$ cat src/rtl/mult_div_unit_pkg.sv
// Shared encodings and constants for the iterative multiply/divide unit.
package mult_div_unit_pkg;

  localparam int unsigned MD_DATA_WIDTH = 32;
  localparam int unsigned MD_LATENCY    = MD_DATA_WIDTH + 1;

  typedef enum logic [1:0] {
    MD_MULT  = 2'b00,
    MD_MULTU = 2'b01,
    MD_DIV   = 2'b10,
    MD_DIVU  = 2'b11
  } md_op_e;

  typedef enum logic [1:0] {
    IDLE  = 2'd0,
    CALC  = 2'd1,
    FIXUP = 2'd2
  } md_state_e;

endpackage

$ cat src/rtl/mult_div_unit_if.sv
// Controller-to-mult/div request and HI/LO result bundle.
interface mult_div_unit_if
  import mult_div_unit_pkg::*;
#(
  parameter int unsigned DATA_WIDTH = MD_DATA_WIDTH
);

  logic                  start;
  md_op_e                op;
  logic [DATA_WIDTH-1:0] operand_a;
  logic [DATA_WIDTH-1:0] operand_b;
  logic                  hi_we;
  logic                  lo_we;
  logic [DATA_WIDTH-1:0] write_data;
  logic                  busy;
  logic                  done;
  logic                  div_by_zero;
  logic [DATA_WIDTH-1:0] hi;
  logic [DATA_WIDTH-1:0] lo;

  modport master (
    output start, op, operand_a, operand_b, hi_we, lo_we, write_data,
    input  busy, done, div_by_zero, hi, lo
  );

  modport slave (
    input  start, op, operand_a, operand_b, hi_we, lo_we, write_data,
    output busy, done, div_by_zero, hi, lo
  );

endinterface

$ cat src/rtl/mult_div_unit.sv
// Iterative MULT/MULTU/DIV/DIVU unit holding the architectural HI/LO registers.
// One FSM drives a single 2*DATA_WIDTH shift accumulator shared by both ops.
module mult_div_unit
  import mult_div_unit_pkg::*;
#(
  parameter int unsigned DATA_WIDTH = MD_DATA_WIDTH
) (
  input logic            clk,
  input logic            reset_n,
  mult_div_unit_if.slave md
);

  localparam int unsigned W  = DATA_WIDTH;
  localparam int unsigned AW = 2 * DATA_WIDTH;
  localparam int unsigned CW = $clog2(DATA_WIDTH);

  function automatic logic [W-1:0] abs_val(input logic [W-1:0] x, input logic is_signed);
    return (is_signed && x[W-1]) ? W'(-x) : x;
  endfunction

  function automatic logic [W-1:0] neg_if(input logic [W-1:0] x, input logic neg);
    return neg ? W'(-x) : x;
  endfunction

  md_state_e     state;
  md_op_e        op_q;
  logic [AW-1:0] acc;
  logic [W-1:0]  opd;
  logic [CW-1:0] cnt;
  logic          neg_lo;
  logic          neg_hi;
  logic          busy_q;
  logic          done_q;
  logic          dbz_q;
  logic [W-1:0]  hi_q;
  logic [W-1:0]  lo_q;

  logic          signed_op_c;
  logic          sign_a_c;
  logic          sign_b_c;
  logic [W-1:0]  a_abs_c;
  logic [W-1:0]  b_abs_c;
  logic [W:0]    mul_sum_c;
  logic [AW-1:0] mul_next_c;
  logic [W:0]    rem_sh_c;
  logic [W:0]    diff_c;
  logic [AW-1:0] div_next_c;
  logic [AW-1:0] prod_c;
  logic          div_zero_c;
  logic [W-1:0]  hi_res_c;
  logic [W-1:0]  lo_res_c;

  // Operand conditioning at start: signed ops work on magnitudes.
  always_comb begin
    signed_op_c = ~md.op[0];
    sign_a_c    = signed_op_c & md.operand_a[W-1];
    sign_b_c    = signed_op_c & md.operand_b[W-1];
    a_abs_c     = abs_val(md.operand_a, signed_op_c);
    b_abs_c     = abs_val(md.operand_b, signed_op_c);
  end

  // One iteration of shift-add multiply and restoring divide.
  // Multiply: acc = {partial, multiplier}. Divide: acc = {remainder, dividend/quotient}.
  always_comb begin
    mul_sum_c  = {1'b0, acc[AW-1:W]} + {1'b0, (acc[0] ? opd : {W{1'b0}})};
    mul_next_c = {mul_sum_c, acc[W-1:1]};
    rem_sh_c   = acc[AW-1:W-1];
    diff_c     = rem_sh_c - {1'b0, opd};
    div_next_c = diff_c[W] ? {rem_sh_c[W-1:0], acc[W-2:0], 1'b0}
                           : {diff_c[W-1:0],   acc[W-2:0], 1'b1};
  end

  // Sign correction; a zero divisor leaves the raw quotient/remainder untouched.
  always_comb begin
    prod_c     = neg_lo ? AW'(-acc) : acc;
    div_zero_c = op_q[1] && (opd == {W{1'b0}});
    if (op_q[1]) begin
      lo_res_c = div_zero_c ? {W{1'b1}} : neg_if(acc[W-1:0], neg_lo);
      hi_res_c = div_zero_c ? acc[AW-1:W] : neg_if(acc[AW-1:W], neg_hi);
    end else begin
      lo_res_c = prod_c[W-1:0];
      hi_res_c = prod_c[AW-1:W];
    end
  end

  // Control FSM and architectural state.
  always_ff @(posedge clk or negedge reset_n) begin
    if (!reset_n) begin
      state  <= IDLE;
      op_q   <= MD_MULT;
      acc    <= '0;
      opd    <= '0;
      cnt    <= '0;
      neg_lo <= 1'b0;
      neg_hi <= 1'b0;
      busy_q <= 1'b0;
      done_q <= 1'b0;
      dbz_q  <= 1'b0;
      hi_q   <= '0;
      lo_q   <= '0;
    end else begin
      done_q <= 1'b0;
      unique case (state)
        IDLE: begin
          if (md.hi_we) hi_q <= md.write_data;
          if (md.lo_we) lo_q <= md.write_data;
          if (md.start) begin
            op_q   <= md.op;
            cnt    <= '0;
            busy_q <= 1'b1;
            dbz_q  <= 1'b0;
            neg_lo <= sign_a_c ^ sign_b_c;
            neg_hi <= sign_a_c;
            if (md.op[1]) begin
              opd <= b_abs_c;
              acc <= {{W{1'b0}}, a_abs_c};
            end else begin
              opd <= a_abs_c;
              acc <= {{W{1'b0}}, b_abs_c};
            end
            state <= CALC;
          end
        end
        CALC: begin
          acc <= op_q[1] ? div_next_c : mul_next_c;
          cnt <= cnt + CW'(1);
          if (cnt == CW'(W - 1)) state <= FIXUP;
        end
        FIXUP: begin
          hi_q   <= hi_res_c;
          lo_q   <= lo_res_c;
          dbz_q  <= div_zero_c;
          done_q <= 1'b1;
          busy_q <= 1'b0;
          state  <= IDLE;
        end
        default: state <= IDLE;
      endcase
    end
  end

  assign md.busy        = busy_q;
  assign md.done        = done_q;
  assign md.div_by_zero = dbz_q;
  assign md.hi          = hi_q;
  assign md.lo          = lo_q;

endmodule

$ cat src/flat_wrapper.sv
// flat-port wrapper written by rule: the top's interface ports become plain ports
module mult_div_unit_flat import mult_div_unit_pkg::*;
#(
  parameter int unsigned DATA_WIDTH = MD_DATA_WIDTH
)
  (clk, reset_n, md_start, md_op, md_operand_a, md_operand_b, md_hi_we, md_lo_we, md_write_data, md_busy, md_done, md_div_by_zero, md_hi, md_lo);
  mult_div_unit_if #(.DATA_WIDTH(DATA_WIDTH)) md_i ();
  input logic clk;
  input logic reset_n;
  input wire logic [$bits(md_i.start)-1:0] md_start;
  input wire logic [$bits(md_i.op)-1:0] md_op;
  input wire logic [$bits(md_i.operand_a)-1:0] md_operand_a;
  input wire logic [$bits(md_i.operand_b)-1:0] md_operand_b;
  input wire logic [$bits(md_i.hi_we)-1:0] md_hi_we;
  input wire logic [$bits(md_i.lo_we)-1:0] md_lo_we;
  input wire logic [$bits(md_i.write_data)-1:0] md_write_data;
  output wire logic [$bits(md_i.busy)-1:0] md_busy;
  output wire logic [$bits(md_i.done)-1:0] md_done;
  output wire logic [$bits(md_i.div_by_zero)-1:0] md_div_by_zero;
  output wire logic [$bits(md_i.hi)-1:0] md_hi;
  output wire logic [$bits(md_i.lo)-1:0] md_lo;
  assign md_i.start = md_start;
  assign md_i.op = md_op;
  assign md_i.operand_a = md_operand_a;
  assign md_i.operand_b = md_operand_b;
  assign md_i.hi_we = md_hi_we;
  assign md_i.lo_we = md_lo_we;
  assign md_i.write_data = md_write_data;
  assign md_busy = md_i.busy;
  assign md_done = md_i.done;
  assign md_div_by_zero = md_i.div_by_zero;
  assign md_hi = md_i.hi;
  assign md_lo = md_i.lo;
  mult_div_unit #(.DATA_WIDTH(DATA_WIDTH)) u_core (.clk(clk), .reset_n(reset_n), .md(md_i));
endmodule
$ cat config.mk
export PLATFORM = sky130hd
export DESIGN_NAME = mult_div_unit_flat
export DESIGN_NICKNAME = d
export VERILOG_FILES = /design/src/rtl/mult_div_unit_pkg.sv /design/src/rtl/mult_div_unit_if.sv /design/src/rtl/mult_div_unit.sv /design/src/flat_wrapper.sv
export SDC_FILE = /design/constraint.sdc
export NUM_CORES = 1
export LEC_CHECK = 0
export BUFFER_PORTS_ARGS = -buffer_cell sky130_fd_sc_hd__buf_4
export CAP_MARGIN = 20
export CORE_MARGIN = 5
export CORE_UTILIZATION = 40
export CTS_CLUSTER_DIAMETER = 30
export CTS_CLUSTER_SIZE = 12
export DETAILED_ROUTE_END_ITERATION = 8
export PLACE_DENSITY_LB_ADDON = 0.1
export SETUP_SLACK_MARGIN = 0.15
export SLEW_MARGIN = 20
export SYNTH_ARGS = -nofsm -noshare
export SYNTH_HDL_FRONTEND = slang
export SYNTH_SLANG_ARGS = --single-unit
$ cat constraint.sdc
create_clock -name clk -period 4 [get_ports clk]
set_clock_uncertainty 0.05 [all_clocks]
set_input_delay 0.4 -clock clk [delete_from_list [all_inputs] [get_ports clk]]
set_output_delay 0.4 -clock clk [all_outputs]
set_load 0.02 [all_outputs]
# After elaboration in Yosys (flattened, before gate mapping)
# Cells that the tools add are included.
# Widths: inputs -> output; s select.
[classes]
addsub = 8
eq_ne = 7
mux = 30
bitwise = 4
n_reduce_logical = 13
[op_table]
columns = ["op", "count"]
rows = [
  ["$mux 32", 13],
  ["$mux 64", 4],
  ["$neg 32->32", 4],
  ["$pmux 32 s2", 2],
  ["$pmux 64 s2", 1],
  ["$neg 64->64", 1],
  ["$add 32x32->33", 1],
  ["$sub 33x32->33", 1],
  ["$logic_not 32->1", 1],
  ["$reduce_and 2->1", 6],
  ["$pmux 5 s2", 1],
  ["$ne 2x2->1 const B", 3],
  ["$add 5x1->5 const B", 1],
  ["$eq 5x5->1 const B", 1],
  ["$mux 5", 1],
  ["$mux 2", 2],
  ["$pmux 1 s2", 2],
  ["$pmux 2 s2", 1],
  ["$reduce_bool 2->1", 2],
  ["$logic_and 1x1->1", 3],
  ["$mux 1", 3],
  ["$and 1x1->1", 2],
  ["$eq 2x1->1 const B", 1],
  ["$eq 2x2->1 const B", 1],
  ["other kinds (4)", 4],
]
[totals]
register_bits = 174
input_bits = 103
out_inout_bits = 67
elab_cells = 74

# Depth between registers and ports, before layout
# Gate-level depths: netlist of run 1.
[depth]
ltp_word = 6
mapped_depth = 15
depth_no_buf = 14

# Worst setup path after synthesis of run 1
# Ideal clock, no wire load.
[synth_path]
path_type = "reg2reg"
startpoint = "reg u_core.acc[48]"
endpoint = "reg u_core.acc[59]"
setup_time_ns = 0.134
arrival_ns = 3.242
required_ns = 3.816
path_slack_ns = 0.574
path_stages_with_launch = 13
path_buffers = 3
synth_period_minus_slack_ns = 3.426
cell_sequence = "dfrtp_1 ha_1 clkbuf_1 and3_1 a311o_1 a22o_1 a211oi_1 a21oi_1 xnor2_1 buf_2 buf_1 mux2i_1 o21ai_0"
[synth_via]
elab_chain_len = 4
elab_cells_between_ends = 5
[synth_rtl]
columns = ["item", "line", "text"]
rows = [
  ["start, declared", "mult_div_unit.sv:27", "logic [AW-1:0] acc;"],
  ["start signal, assigned", "mult_div_unit.sv:116", "acc <= {{W{1'b0}}, a_abs_c};"],
  ["start signal, assigned", "mult_div_unit.sv:119", "acc <= {{W{1'b0}}, b_abs_c};"],
  ["start signal, assigned", "mult_div_unit.sv:125", "acc <= op_q[1] ? div_next_c : mul_next_c;"],
  ["$sub 33x32->33", "mult_div_unit.sv:68", "diff_c = rem_sh_c - {1'b0, opd};"],
  ["$mux 64", "mult_div_unit.sv:69", "div_next_c = diff_c[W] ? {rem_sh_c[W-1:0], acc[W-2:0], 1'b0}"],
  ["$mux 64 (*)", "mult_div_unit.sv:125", ""],
  ["$pmux 64 s2 (*)", "mult_div_unit.sv:103", "unique case (state)"],
]
# Mark *: on every way between the ends. The rest lies on a longest branch, timed or not.
# A chain may end at the register's enable or synchronous reset.

# Worst setup path after layout of run 1
[layout_path]
startpoint = "reg u_core.acc[20]"
endpoint = "reg u_core.hi_q[1], in the netlist u_core.md.hi[1]"
[layout_via]
elab_chain_len = 4
[layout_rtl]
columns = ["item", "line", "text"]
rows = [
  ["$neg 64->64", "mult_div_unit.sv:75", "prod_c = neg_lo ? AW'(-acc) : acc;"],
  ["$mux 64", "mult_div_unit.sv:75", ""],
  ["$mux 32", "mult_div_unit.sv:77", "if (op_q[1]) begin"],
  ["$pmux 32 s2", "mult_div_unit.sv:103", ""],
  ["end signal, assigned", "mult_div_unit.sv:105", "if (md.hi_we) hi_q <= md.write_data;"],
  ["end signal, assigned", "mult_div_unit.sv:130", "hi_q <= hi_res_c;"],
  ["end, declared", "mult_div_unit.sv:35", "logic [W-1:0] hi_q;"],
]
# No other way between the ends.

==> results of run 1 <==
-- through the flow --
stage               power, mW  setup slack (ps)  utilization
floorplan                11.4               574            -
global placement         15.0               463        0.453
detailed placement       15.1               394        0.453
CTS                      16.9               384        0.469
global route             18.3               190        0.470
finish                   17.0               390        0.470
-- where the power goes --
| part | internal (mW) | switching (mW) |
|---|---|---|
| registers | 2.63 | 1.09 |
| clock network | 0.899 | 0.873 |
| logic | 4.67 | 6.83 |
| total | 8.20 | 8.79 |
-- area by class of cell --
class,instances,share of cell area
Inverter,62,0.0133
Timing Repair Buffer,226,0.0984
Clock inverter,14,0.00976
Multi-Input combinational cell,1615,0.571
Clock buffer,18,0.0244
Sequential cell,173,0.247
Tap cell,511,0.0364
-- Yosys cell counts (27+ instances only) --
cell type	n
nand2_1	229
inv_1	62
xor2_1	66
o21ai_0	219
nor2_1	210
dfrtp_1	173
nand3_1	30
mux2i_1	55
clkbuf_1	99
o31ai_1	34
a21o_1	32
a21oi_1	189
nand2b_1	27
xnor2_1	104
nor3_1	34
ha_1	70
-- placed cells by master (no fill, tap or decap), drive strengths merged, types with 26 or more instances in the layout --
| master | count |
|---|---|
| nor3 | 34 |
| dfrtp | 173 |
| nand2b | 27 |
| nand2 | 229 |
| mux2i | 55 |
| o31ai | 34 |
| ha | 70 |
| nor4 | 26 |
| nand3 | 30 |
| xor2 | 66 |
| a31oi | 26 |
| xnor2 | 104 |
| o21ai | 219 |
| nor2 | 210 |
| buf | 225 |
| a21oi | 189 |
| a21o | 32 |
| inv | 69 |
-- state kept, by name, indices dropped and copies added, names as in the netlist --
name / cells
u_core.neg_lo: 1
u_core.op_q: 1
u_core.md.done: 1
u_core.state: 2
u_core.md.lo: 32
u_core.acc: 64
u_core.cnt: 5
u_core.md.hi: 32
u_core.neg_hi: 1
u_core.md.busy: 1
u_core.md.div_by_zero: 1
u_core.opd: 32
-- kinds of logic (layout without fill, tap and decap cells) --
| logic type | count (synthesis) | after routing | synth area share |
|---|---|---|---|
| mux | 68 | 68 | 0.0464 |
| xor+xnor | 170 | 170 | 0.0991 |
| fa+ha+maj | 72 | 72 | 0.0609 |
| compound gates | 651 | 651 | 0.260 |
| flops | 173 | 173 | 0.288 |
| buf+inv | 185 | 320 | 0.0471 |
| simple gates | 654 | 654 | 0.199 |
-- per-layer routing --
metal | wire length (um) | vias up | global-route usage
li1 | - | 7309 | -
met1 | 25200 | 7275 | 0.368
met2 | 26500 | 597 | 0.445
met3 | 3560 | 75 | 0.0292
met4 | 1380 | 0 | 0.0749
met5 | 0 | - | 0
-- worst max-delay path, delay by kind of cell (launching register included) --
| kind | cells | cell delay (ps) |
|---|---|---|
| flip-flops | 1 | 460 |
| AND/OR/NAND/NOR | 4 | 1940 |
| AO/OA/AOI/OAI | 3 | 500 |
| multiplexers | 2 | 570 |
-- final timing paths --
| check | to | slack (ps) |
|---|---|---|
| worst max-delay path | u_core.md.hi[1]$_DFFE_PN0P_ | 390 |
| worst min-delay path | u_core.neg_lo$_DFFE_PN0P_ | 160 |
| worst max register to register | u_core.md.hi[1]$_DFFE_PN0P_ | 390 |
| worst min register to register | u_core.md.lo[9]$_DFFE_PN0P_ | 430 |
| max in group asynchronous | u_core.acc[18]$_DFFE_PN0P_ | 2600 |
| min in group asynchronous | u_core.md.lo[3]$_DFFE_PN0P_ | 440 |
==> flow_summary.json, run 1 <==
{
  "start_util": 0.402,
  "reg2reg_depth": 9,
  "first_iter_violations": 1392,
  "place_congestion": 0.999,
  "required_ps": 4290,
  "vias": 15300,
  "syn_avg_cell_area_sq_um": 7.62,
  "path_clk_slew_ps": 80,
  "antenna_found_initial": 0,
  "ys.flop_type": "dfrtp_1",
  "setup_tns_ps": 0,
  "synth_edf_count": 0,
  "crit_chain": "or4_4 -> or4b_4 -> or3_4 -> or4b_4 -> a21o_1 -> mux2_2 -> o221ai_2 -> a21oi_1 -> mux2_2",
  "ys_warn_count": 0,
  "dp.cells": 2586,
  "fp.dieArea_sq_um": 41500,
  "cts_hold_buffers": 1,
  "r2r-start": "u_core.acc[20]$_DFFE_PN0P_",
  "end_kind": "register",
  "yosys.area.top_type": "dfrtp_1",
  "hold_depth": 2,
  "hold_violations": 0,
  "syn_area_sq_um": 15000,
  "grt_start_max_net_pins": 96,
  "die_w_um": 204,
  "numCtsBuffers": 17,
  "die_height_um": 204,
  "fin_hold_ws_ps": 155,
  "fin_area_sq_um": 17600,
  "dpl_cell_area_sq_um": 16900,
  "min_path_type": "in -> reg",
  "syn_to_final_growth_pct": 16.8,
  "multiInputGateArea_sq_um": 10000,
  "ctsResizeCount": 0,
  "firstDrtPassIters": 6,
  "slew_viol_final": 0,
  "finalNonFillerCells": 2619,
  "layout-drive-gt1-share": 0.139,
  "overflow": 0,
  "vdd_drop_max_v": 0.000525,
  "seq_area_frac_synth": 0.288,
  "cts_tree": "done",
  "hpwl_um": 44700,
  "yosysTopAreaCellShare": 0.288,
  "critPathMaxFanout": 7,
  "core_area_sq_um": 37400,
  "syn_inst": 1973,
  "powerDensity_nw_per_um2": 968,
  "wl_per_cell_um": 21.6,
  "n_antenna_cell": 0,
  "synth_nets": 2148,
  "p_leak_nw": 7.70,
  "n_fill_cell": 3710,
  "cts_setup_buffers": 0,
  "status": "finished, final reports clean",
  "drc": 0,
  "clk_path_buf_depth": 2,
  "cts_sinks": 173,
  "worst_pin_slew_ps": 1050,
  "crit_path_max_incr_delay_ps": 560,
  "ioPinCount": 170,
  "clock_latency_ps": 450,
  "start_kind": "register",
  "fmax_mhz": 277,
  "grt_pass1_vias": 14500,
  "maxSlewHeadroom": 0.301,
  "async_flop_share": 1.00,
  "grt_pass1_wl_um": 86200,
  "port_buffers": 169,
  "crit_type": "reg -> reg",
  "worstHoldStart": "md_op[0]",
  "drv_cap": 0,
  "seqCellArea_sq_um": 4330,
  "final_nets": 2270,
  "rsz0062_at_grt": "no",
  "htreeDepth": 4,
  "min_period_ps": 3610,
  "fin_crit_sh": 0.903,
  "ant_nets": 0,
  "viasPerCell": 5.83,
  "cts_root_buf": "clkbuf_16",
  "critPathArrivalTime_ps": 3900,
  "rows": 71,
  "yosysUniqueCellTypes": 69,
  "wl_um": 56600,
  "grt.total_usage": 0.266,
  "ys_seq_elements": 173,
  "finalSetupViolations": 0,
  "worstSetupStartpoint": "u_core.acc[20]$_DFFE_PN0P_",
  "netlist_top_cells_area": "dfrtp_1 (29%), o21ai_0 (7.3%), a21oi_1 (6.3%)",
  "crit_slowest_cell": "or4_4"
}
(Power assumes the default switching activity.)
==> inputs of run 2 (changes only) <==
--- a/config.mk
+++ b/config.mk
@@ -7,12 +7,13 @@
 export LEC_CHECK = 0
 export BUFFER_PORTS_ARGS = -buffer_cell sky130_fd_sc_hd__buf_4
 export CAP_MARGIN = 20
-export CORE_MARGIN = 5
 export CORE_UTILIZATION = 40
 export CTS_CLUSTER_DIAMETER = 30
 export CTS_CLUSTER_SIZE = 12
 export DETAILED_ROUTE_END_ITERATION = 8
+export GPL_ROUTABILITY_DRIVEN = 1
 export PLACE_DENSITY_LB_ADDON = 0.1
+export REMOVE_ABC_BUFFERS = 1
 export SETUP_SLACK_MARGIN = 0.15
 export SLEW_MARGIN = 20
 export SYNTH_ARGS = -nofsm -noshare
==> run 2 against run 1 <==
- the flow now finishes with violations (negative hold slack)
- register-to-register slack lost 100 ps
- sequential cell count is the same
- largest cell class unchanged
- critical path type unchanged
- core utilization grew 1.3 points
==> flow_summary.json, run 2 (synthesis results as in run 1) <==
{
  "status": "complete, but fails checks",
  "violations": "negative hold slack",
  "wl_per_cell_um": 22.4,
  "min_path_type": "in -> async",
  "drc": 0,
  "grt.total_usage": 0.303,
  "min_period_ps": 3710,
  "grt_pass1_vias": 14600,
  "cp_common_cell": "o21ai_0",
  "dpl_cell_area_sq_um": 17100,
  "layout-drive-gt1-share": 0.153,
  "fin_hold_ws_ps": -7.64,
  "required_ps": 4310,
  "fmax_mhz": 269,
  "path_clk_slew_ps": 80,
  "p_sw_frac": 0.517,
  "n_fill_cell": 3707,
  "die_w_um": 196,
  "final_nets": 2298,
  "ioPinCount": 170,
  "crit_slowest_cell": "or4_4",
  "slew_viol_final": 0,
  "setup_tns_ps": 0,
  "wl_um": 58200,
  "overflow": 0,
  "cts_sinks": 173,
  "vdd_drop_max_v": 0.000446,
  "grt_pass1_wl_um": 88400,
  "finalSetupViolations": 0,
  "port_buffers": 169,
  "start_util": 0.409,
  "syn_to_final_growth_pct": 18.0,
  "cts_hold_buffers": 0,
  "p_seq_frac": 0.209,
  "viasPerCell": 5.93,
  "crit_type": "reg -> reg",
  "largest_reg_flops": 64,
  "fin_area_sq_um": 17700,
  "vias": 15500,
  "rsz0062_at_grt": "no",
  "powerDensity_nw_per_um2": 983,
  "power.internal_mw": 8.41,
  "cts_tree": "done",
  "place_congestion": 0.978,
  "top_register": "u_core.acc",
  "p_leak_nw": 7.82,
  "start_kind": "register",
  "crit_path_max_incr_delay_ps": 570,
  "cts_root_buf": "clkbuf_16",
  "crit_chain": "or4_4 -> or4b_4 -> or3_4 -> nor3_1 -> a31oi_1 -> and3_1 -> o21ai_1 -> buf_4 -> o21ai_0 -> o21ai_0",
  "pwr-share-clk": 0.099,
  "antenna_found_initial": 0,
  "end_kind": "register",
  "clk_path_buf_depth": 2,
  "n_antenna_cell": 0,
  "firstDrtPassIters": 6,
  "first_iter_violations": 1376,
  "worst_pin_slew_ps": 972,
  "grt_start_max_net_pins": 98,
  "final_cell_mix": "buf_4 (250), nand2_1 (229), o21ai_0 (218)",
  "ant_nets": 0,
  "layout_commonest_cell": "buf_4",
  "core_area_sq_um": 36800,
  "p_comb_frac": 0.692,
  "fp.dieArea_sq_um": 38300,
  "maxSlewHeadroom": 0.352,
  "drv_cap": 0,
  "numCtsBuffers": 17,
  "critPathArrivalTime_ps": 4030,
  "die_height_um": 196,
  "htreeDepth": 4,
  "hpwl_um": 45800,
  "rows": 70,
  "hold_violations": 2,
  "critPathMaxFanout": 7,
  "fin_crit_sh": 0.928,
  "clock_latency_ps": 460,
  "p_switching_mw": 9.01
}
-- run 2: changes by cell type in the layout (fill, tap and decap cells not counted), sizes merged --
| cell | change |
|---|---|
| buf | +29 |
| clkinvlp | +2 |
| bufinv | -1 |
| clkbuf | +1 |
| clkinv | -1 |
| dlygate4sd3 | -1 |
| inv | -1 |
-- run 2: power by group through the flow --
stage	Sequential [mW]	Clock, mW	Combinational, mW
after global routing	3.73	1.80	13.2
after global placement	3.62	0	11.7
after CTS	3.61	1.74	11.8
after floorplan	3.90	0	7.16
after detailed placement	3.65	0	11.7
final	3.65	1.72	12.1
-- run 2: critical path, delay by kind of cell, from the launching register on --
kind / cells / cell delay [ps]
buffers and inverters: 1 / 170
AND/OR/NAND/NOR: 5 / 2120
flip-flops: 1 / 460
AO/OA/AOI/OAI: 4 / 820
-- run 2: metrics by stage --
stage / setup WS, ps / power [mW] / util / cells / hold WS [ps]
finish: 287 / 17.4 / 0.482 / 2604 / -7.64
global route: 150 / 18.7 / 0.482 / 2604 / 67.1
CTS: 318 / 17.1 / 0.480 / 2598 / 46.5
detailed placement: 164 / 15.4 / 0.464 / 2566 / 410
global placement: 268 / 15.3 / 0.464 / 2566 / 406
floorplan: -1890 / 11.1 / - / 1850 / 54.4
-- run 2: final timing paths --
kind                            cells past startpoint  slack, ps                            to                    startpoint
worst max-delay path                               10        290   u_core.md.hi[3]$_DFFE_PN0P_    u_core.acc[20]$_DFFE_PN0P_
worst min-delay path                                1         -8     u_core.cnt[3]$_DFFE_PN0P_                       reset_n
worst max register to register                     10        290   u_core.md.hi[3]$_DFFE_PN0P_    u_core.acc[20]$_DFFE_PN0P_
worst min register to register                      2        420  u_core.md.lo[13]$_DFFE_PN0P_  u_core.md.lo[13]$_DFFE_PN0P_
max in group asynchronous                           2       2950    u_core.acc[39]$_DFFE_PN0P_                       reset_n
min in group clk                                    2        130     u_core.neg_lo$_DFFE_PN0P_                      md_op[0]
-- run 2: cell type report --
type	count	area, sq um	share of cell area
Clock buffer	19	453	0.0255
Clock inverter	13	144	0.00812
Inverter	62	233	0.0131
Multi-Input combinational cell	1615	10000	0.566
Sequential cell	173	4330	0.244
Tap cell	468	586	0.0330
Timing Repair Buffer	254	1940	0.110
-- run 2: routing by layer --
metal / GRT usage / share of wire / vias up
met4: 0.107 / 0.030 / 0
met1: 0.401 / 0.44 / 7477
met3: 0.0395 / 0.057 / 80
li1: - / - / 7361
met5: 0 / 0 / -
met2: 0.508 / 0.48 / 532
-- run 2: what timing repair did --
| item | 4_1_cts | 5_1_grt |
|---|---|---|
| endpoints found under the setup margin | 1 | 7 |
| buffers inserted | 0 | 5 |
| resized for setup | 1 | 2 |
| pin swaps | 0 | 1 |
| cloned | 0 | 0 |
==> inputs of run 3 (changes only) <==
--- a/config.mk
+++ b/config.mk
@@ -15,7 +15,6 @@
 export PLACE_DENSITY_LB_ADDON = 0.1
 export REMOVE_ABC_BUFFERS = 1
 export SETUP_SLACK_MARGIN = 0.15
-export SLEW_MARGIN = 20
 export SYNTH_ARGS = -nofsm -noshare
 export SYNTH_HDL_FRONTEND = slang
 export SYNTH_SLANG_ARGS = --single-unit
==> constraint.sdc (replaced) <==
create_clock -name clk -period 3.7 [get_ports clk]
set_clock_uncertainty 0.05 [all_clocks]
set_input_delay 0.37 -clock clk [delete_from_list [all_inputs] [get_ports clk]]
set_output_delay 0.37 -clock clk [all_outputs]
set_load 0.02 [all_outputs]
==> run 3 against run 2 <==
- the run now ends clean
- combinational power grew 12%
- cell count grew 1.7%
- total power grew 10%
- sequential share of layout area shrank 0.49 points
- critical endpoint is now u_core.md.hi[1]$_DFFE_PN0P_
- die area is the same
- non-clock buffer count grew 44
- hold slack gained 130 ps
- register-to-register slack lost 110 ps
- design area grew 2.0%
==> flow_summary.json, run 3 (synthesis results as in run 1) <==
{
  "status": "finished, final reports clean",
  "crit_type": "reg -> reg",
  "setup_tns_ps": 0,
  "htreeDepth": 4,
  "path_clk_slew_ps": 70,
  "critPathMaxFanout": 5,
  "crit_path_max_incr_delay_ps": 560,
  "n_fill_cell": 3702,
  "wl_um": 57800,
  "fin_area_sq_um": 18100,
  "syn_to_final_growth_pct": 20.4,
  "antenna_found_initial": 2,
  "min_period_ps": 3520,
  "drv_cap": 0,
  "vias": 15500,
  "cts_root_buf": "clkbuf_16",
  "viasPerCell": 5.86,
  "die_height_um": 196,
  "clk_path_buf_depth": 2,
  "fin_ws_ps": 175,
  "place_congestion": 0.960,
  "powerDensity_nw_per_um2": 1060,
  "numCtsBuffers": 17,
  "dp.cells": 2611,
  "p_leak_nw": 8.04,
  "first_iter_violations": 1319,
  "core_area_sq_um": 36800,
  "post-route-util": 0.492,
  "rsz0062_at_grt": "yes",
  "slew_viol_final": 0,
  "firstDrtPassIters": 5,
  "crit_slowest_cell": "or4_4",
  "crit_chain": "or4_4 -> or4b_4 -> or3_4 -> or4b_4 -> a21o_4 -> mux2_2 -> o221ai_2 -> a21oi_1 -> mux2_2",
  "hpwl_um": 45800,
  "grt.total_usage": 0.303,
  "place_ws_ps": -2.65,
  "layout-drive-gt1-share": 0.174,
  "rows": 70,
  "largest_reg_flops": 64,
  "top_register": "u_core.acc",
  "ant_nets": 0,
  "final_cell_mix": "buf_4 (295), nand2_1 (229), o21ai_0 (214)",
  "maxSlewHeadroom": 0.323,
  "required_ps": 3980,
  "hold_violations": 0,
  "dpl_cell_area_sq_um": 17400,
  "final_nets": 2342,
  "worst_pin_slew_ps": 1010,
  "clock_latency_ps": 450,
  "path_buf_inv": 0,
  "wl_per_cell_um": 21.8,
  "start_kind": "register",
  "fin_crit_sh": 0.953,
  "die_w_um": 196,
  "grt_pass1_vias": 14900,
  "ioPinCount": 170,
  "drc": 0,
  "grt_pass1_wl_um": 88900,
  "port_buffers": 169,
  "overflow": 0,
  "layout_commonest_cell": "buf_4",
  "finalNonFillerCells": 2648,
  "fmax_mhz": 284,
  "min_path_type": "in -> reg",
  "cts_sinks": 173,
  "finalSetupViolations": 0,
  "crit_family": "simple AND/OR/NAND/NOR gates",
  "cts_tree": "done",
  "vdd_drop_max_v": 0.000492,
  "start_util": 0.409,
  "end_kind": "register",
  "grt_start_max_net_pins": 86,
  "fp.dieArea_sq_um": 38300,
  "critPathArrivalTime_ps": 3810
}
==> run 3: cell count changes in the layout (fill, tap and decap cells not counted), moves of 3 or more <==
cell,change
a211oi_1,-3
a211oi_2,+3
a21oi_1,-3
a21oi_2,+3
inv_6,+3
buf_4,+45
o21ai_0,-4
o21ai_1,+4
==> run 3: final cells by class <==
class / count / area [sq um] / share of cell area
clock inverter: 12 / 148 / 0.00816
timing repair buffer: 298 / 2250 / 0.124
inverter: 62 / 233 / 0.0129
tap: 468 / 586 / 0.0324
clock buffer: 19 / 443 / 0.0245
sequential: 173 / 4330 / 0.239
antenna: 1 / 2.50 / 0.000138
multi-input combinational: 1615 / 10100 / 0.558
==> run 3: repair_timing <==
action | CTS | global route
setup endpoints to repair | 22 | 41
endpoints found under the hold margin | 75 | 0
buffers inserted | 3 | 1
hold buffers | 1 | 0
pin swaps | 1 | 4
resized for setup | 0 | 19
==> run 3: power breakdown <==
| group | leakage, nW | internal [mW] | switching, mW |
|---|---|---|---|
| Combinational | 5.62 | 5.61 | 7.95 |
| Clock | 0.287 | 0.980 | 0.913 |
| Sequential | 2.13 | 2.85 | 0.963 |
==> run 3: path summary, 6_finish.rpt <==
check,slack (ps),end,startpoint,cells past startpoint
max,180,u_core.md.hi[1]$_DFFE_PN0P_,u_core.acc[22]$_DFFE_PN0P_,9
min,120,u_core.neg_lo$_DFFE_PN0P_,md_op[0],2
max reg2reg,180,u_core.md.hi[1]$_DFFE_PN0P_,u_core.acc[22]$_DFFE_PN0P_,9
min reg2reg,420,u_core.md.lo[9]$_DFFE_PN0P_,u_core.md.lo[9]$_DFFE_PN0P_,2
max in group asynchronous,2060,u_core.acc[53]$_DFFE_PN0P_,reset_n,3
min in group asynchronous,510,u_core.md.done$_DFF_PN0_,reset_n,2
==> run 3: routing by layer <==
layer	up-vias	GRT usage	part of all wire
li1	7441	-	-
met1	7492	0.408	0.44
met2	510	0.506	0.47
met3	75	0.0318	0.053
met4	0	0.105	0.033
met5	-	0	0
==> run 3: per-stage QoR <==
stage / power (mW) / hold WS [ps]
after CTS: 19.1 / 102
after global routing: 20.8 / 126
after global placement: 16.9 / 413
after floorplan: 11.9 / 24.4
after detailed placement: 17.0 / 410
final: 19.3 / 118
